File: config.mk
export PLATFORM = sky130hd
export DESIGN_NAME = fork_join_sched
export DESIGN_NICKNAME = d
export VERILOG_FILES = /design/src/rtl/fork_join_sched.sv
export SDC_FILE = /design/constraint.sdc
export NUM_CORES = 1
export LEC_CHECK = 0
export ABC_CLOCK_PERIOD_IN_PS = 2600
export BUFFER_PORTS_ARGS = -buffer_cell sky130_fd_sc_hd__buf_2
export CORE_MARGIN = 3
export CORE_UTILIZATION = 55
export DETAILED_ROUTE_END_ITERATION = 10
export PLACE_DENSITY = 0.76
export SYNTH_ARGS = -nofsm -noshare
export SYNTH_HDL_FRONTEND = slang
export SYNTH_SLANG_ARGS = --single-unit
File: constraint.sdc
create_clock -name clk -period 2.6 [get_ports clk]
set_input_delay 0.39 -clock clk [delete_from_list [all_inputs] [get_ports clk]]
set_output_delay 0.39 -clock clk [all_outputs]
set_load 0.01 [all_outputs]
File: src/rtl/fork_join_sched.sv
// Fork/join batch scheduler: hands job indices 0..job_cnt-1 to NW workers in
// round-robin order, then waits for every in-flight job to report done before pulsing join_pulse.
module fork_join_sched #(
  parameter  int NW = 4,
  parameter  int N  = 128,
  localparam int IW = $clog2(N),
  localparam int PW = (NW > 1) ? $clog2(NW) : 1
) (
  input  logic          clk,
  input  logic          rstn,
  input  logic          start,
  input  logic [IW:0]   job_cnt,
  output logic          busy,
  output logic [NW-1:0] disp_vld,
  output logic [IW-1:0] disp_id,
  input  logic [NW-1:0] disp_rdy,
  input  logic [NW-1:0] done,
  output logic          join_pulse,
  output logic          err,
  output logic [1:0]    dbg_state
);

  // Handshake: a job moves to worker w when disp_vld[w] & disp_rdy[w]; once raised,
  // disp_vld and disp_id hold unchanged until accepted, then disp_vld drops for one cycle.
  typedef enum logic [1:0] {
    IDLE     = 2'd0,
    DISPATCH = 2'd1,
    JOIN     = 2'd2
  } state_t;

  state_t        state_q, state_d;
  logic [IW:0]   cnt_q, cnt_d;
  logic [IW-1:0] next_id_q, next_id_d;
  logic [PW-1:0] rr_q, rr_d;
  logic [NW-1:0] infl_q, infl_d;
  logic [NW-1:0] vld_q, vld_d;
  logic [IW-1:0] id_q, id_d;
  logic          join_q, join_d;
  logic          err_q, err_d;

  logic [NW-1:0] hs_mask, elig, stray;
  logic          hs, pick_ok, last_job, all_clear;
  logic [PW-1:0] pick_w, hs_w, rr_next, idx;

  assign hs_mask   = vld_q & disp_rdy;
  assign hs        = |hs_mask;
  assign elig      = ~infl_q & ~vld_q;
  assign stray     = done & ~infl_q;
  assign last_job  = ({1'b0, next_id_q} == (cnt_q - 1'b1));
  assign all_clear = ~|(infl_q & ~done);
  assign rr_next   = (hs_w == PW'(NW - 1)) ? '0 : hs_w + 1'b1;

  // Scan downward so the eligible worker closest to rr_q is the one left in pick_w.
  always_comb begin : rr_search
    pick_ok = 1'b0;
    pick_w  = '0;
    idx     = '0;
    for (int k = NW - 1; k >= 0; k--) begin
      idx = PW'((int'(rr_q) + k) % NW);
      if (elig[idx]) begin
        pick_ok = 1'b1;
        pick_w  = idx;
      end
    end
  end

  always_comb begin : hs_encode
    hs_w = '0;
    for (int k = 0; k < NW; k++) begin
      if (hs_mask[k]) hs_w = PW'(k);
    end
  end

  always_comb begin : next_state
    state_d   = state_q;
    cnt_d     = cnt_q;
    next_id_d = next_id_q;
    rr_d      = rr_q;
    vld_d     = vld_q;
    id_d      = id_q;
    join_d    = 1'b0;
    err_d     = err_q | (|stray);
    infl_d    = (infl_q & ~done) | hs_mask;
    unique case (state_q)
      IDLE: begin
        if (start) begin
          err_d = 1'b0;
          if (job_cnt != '0) begin
            cnt_d     = job_cnt;
            next_id_d = '0;
            state_d   = DISPATCH;
            if (pick_ok) begin
              vld_d = NW'(1) << pick_w;
              id_d  = '0;
            end
          end else begin
            join_d = 1'b1;
          end
        end
      end
      DISPATCH: begin
        if (hs) begin
          vld_d = '0;
          rr_d  = rr_next;
          if (last_job) state_d = JOIN;
          else          next_id_d = next_id_q + 1'b1;
        end else if ((vld_q == '0) && pick_ok) begin
          vld_d = NW'(1) << pick_w;
          id_d  = next_id_q;
        end
      end
      JOIN: begin
        if (all_clear) begin
          state_d = IDLE;
          join_d  = 1'b1;
        end
      end
      default: state_d = IDLE;
    endcase
  end

  always_ff @(posedge clk or negedge rstn) begin
    if (!rstn) begin
      state_q   <= IDLE;
      cnt_q     <= '0;
      next_id_q <= '0;
      rr_q      <= '0;
      infl_q    <= '0;
      vld_q     <= '0;
      id_q      <= '0;
      join_q    <= 1'b0;
      err_q     <= 1'b0;
    end else begin
      state_q   <= state_d;
      cnt_q     <= cnt_d;
      next_id_q <= next_id_d;
      rr_q      <= rr_d;
      infl_q    <= infl_d;
      vld_q     <= vld_d;
      id_q      <= id_d;
      join_q    <= join_d;
      err_q     <= err_d;
    end
  end

  assign busy       = (state_q != IDLE);
  assign disp_vld   = vld_q;
  assign disp_id    = id_q;
  assign join_pulse = join_q;
  assign err        = err_q;
  assign dbg_state  = state_q;

endmodule

==> results_dict.tcl <==
set metrics [dict create \
    post_drt_wl_per_cell_um 13.7 \
    num_io_pins 35 \
    criticalPathCategory "reg -> reg" \
    yosysUniqueCellTypes 52 \
    clockBufferDepth 2 \
    netlist_instances 228 \
    fmax_mhz 417 \
    outcome "finished clean" \
    startpoint_type "register" \
    final_hold_viol_count 0 \
    endpoint_kind "register" \
    avgViaCountPerCell 5.78 \
    cts_resized 0 \
    pwr_density_cell_nw_per_um2 1110 \
    dieHeight_um 66.1 \
    vdd_drop_max_uv 482 \
    coreArea_um2 3420 \
    clock_latency_ps 340 \
    critPathArrivalTime_ps 2620 \
    cts_buffers 5 \
    min_period_ps 2400 \
    n_antenna_cell 0 \
    p_clk_share_pct 12.3 \
    swShare_pct 43.0 \
    avgSynthCellArea_um2 8.72 \
    grt_pass1_vias 1623 \
    p_seq_share_pct 40.5 \
    relSlewSlack_pct 47.9 \
    nNetsFinal 287 \
    hold_class "in -> async" \
    use_met2_pct 32.3 \
    grt_remaining_overflow 0 \
    drtPass1Iterations 4 \
    grt_max_degree 37 \
    fin_crit_sh_pct 92.3 \
    grt_pass1_wl_um 7310 \
    synth_seq_cells 36 \
    yosysWarningCount 0 \
    grt_busiest_layer "met2" \
    route.antenna.remaining_nets 0 \
    gr-usage-all-layers_pct 21.8 \
    clk_pin_slew_ps 110 \
    required_ps 2820 \
    cts_tree "built" \
    setup_viol 0 \
    use_met1_pct 31.6 \
    holdBufCountCts 0 \
    synthFlopType "dfrtp_1" \
    p_int_mw 1.43 \
    synthToLayoutAreaGrowth_pct 13.7 \
    dpl.hpwl_um 3200 \
    first_iter_violations 106 \
    power_frac_comb_pct 47.3 \
    placed_area_um2 2200 \
    worst_pin_slew_ps 781 \
    routed_wl_um 4290 \
    use_met3_pct 4.25 \
    clock-sinks 36 \
    ys_seq_area_share_pct 45.3 \
    ctsHtreeMaxLevel 2 \
    final_common_cell "nand2_1" \
    rrSetupSlack_ps 200 \
    fin_setup_tns_ps 0 \
    die-area_um2 4370 \
    most-common-layout-cells "nand2_1, dfrtp_1, buf_2, o21ai_0, inv_1" \
    switching_power_mw 1.08 \
    final_cell_area_um2 2260 \
    slew_viol_final 0 \
    cellLeakagePower_nw 1.04 \
    vias 1809 \
    max_cap_violations 0 \
    finalClockSkew_ps 12.9 \
    async_flop_share_pct 100 \
    post_cts_buffers 0 \
    synth-edff-count 0 \
    antenna_found_initial 0 \
    die_w_um 66.1 \
    start_util_pct 58.2 \
    root_buffer "clkbuf_4" \
    rows 21 \
    route.detailed.drc 0 \
    synth_nets 249 \
    gp_congestion 0.894 \
    portBuffers 34 \
    drive_above_1_share_pct 20.2 \
    rsz0062_at_grt "no" \
    path_max_fanout 13 \
    fill_cells 319 \
    synth_area_um2 1990 \
]
## critical path, stage by stage, from the launching register on
cell	delay, ps
dfrtp_1	400
inv_1	80
ha_1	270
nor2b_1	160
o31a_1	240
a2111oi_0	410
o211a_2	400
nor2_2	80
mux2_2	260
## routing by layer
layer	part of all wire, %	vias up
met3	5.1	5
li1	-	900
met2	45	55
met5	0	-
met1	48	849
met4	1.2	0
## cells in the mapped netlist, types with 3 or more instances
library cell,count,area [um2]
nor4_1,3,18.8
nand4_1,5,31.3
o21ai_0,23,115
dfrtp_1,36,901
clkbuf_1,4,15.0
nor2_1,14,52.6
a21o_1,3,22.5
or4_1,4,30.0
nand3_1,9,45.0
xnor2_1,5,43.8
nand2_1,38,143
inv_1,16,60.1
or3_1,4,25.0
a21oi_1,9,45.0
nor3_1,8,40.0
## through the flow
step                total power [mW]  util (%)  setup slack, ps  instances  hold slack, ps
CTS                             2.53      66.2              172        313             137
finish                          2.52      66.2              201        313             123
global route                    2.76      66.2             26.3        313             155
detailed placement              2.21      64.4              194        305             495
global placement                2.18      64.4              244        305             499
floorplan                       1.89         -              401        228            94.4
## cell type report
| cell class | count | area (um2) | area share (%) |
|---|---|---|---|
| clock buffers | 8 | 58.8 | 2.60 |
| inverters | 16 | 60.1 | 2.66 |
| multi-input cells | 170 | 990 | 43.8 |
| flip-flops and latches | 36 | 901 | 39.9 |
| well taps | 46 | 57.6 | 2.55 |
| repair buffers | 37 | 193 | 8.53 |
## flip-flops by register name, summed over array words and instances (netlist names)
| name | cells |
|---|---|
| cnt_q | 8 |
| dbg_state | 2 |
| disp_id | 7 |
| disp_vld | 4 |
| err | 1 |
| infl_q | 4 |
| join_pulse | 1 |
| next_id_q | 7 |
| rr_q | 2 |
## cell families after synthesis
family | count (synthesis) | synth area share, %
AND/OR/NAND/NOR | 100 | 25.0
AO/OA/AOI/OAI | 59 | 19.4
flip-flops | 36 | 45.3
buffers and inverters | 22 | 4.91
XOR/XNOR | 7 | 3.08
multiplexers | 2 | 1.07
adder cells (fa/ha/maj) | 2 | 1.26
## final timing paths
kind                          start           end  cells after the start
min reg2reg                cnt_q[7]      cnt_q[7]                      2
max reg2reg                cnt_q[0]  next_id_q[0]                      8
min                            rstn  next_id_q[3]                      1
max in group asynchronous      rstn      cnt_q[7]                      1
min in group clk            done[1]     infl_q[1]                      2
max                        cnt_q[0]  next_id_q[0]                      8
## power by group through the flow
| stage | Combinational [mW] | Clock, mW | Sequential (mW) |
|---|---|---|---|
| 2_1_floorplan | 0.923 | 0 | 0.969 |
| 3_3_place_gp | 1.16 | 0 | 1.02 |
| 3_5_place_dp | 1.19 | 0 | 1.02 |
| 4_1_cts | 1.20 | 0.319 | 1.01 |
| 5_1_grt | 1.36 | 0.342 | 1.05 |
| 6_report | 1.19 | 0.308 | 1.02 |
(Power assumes the default switching activity.)
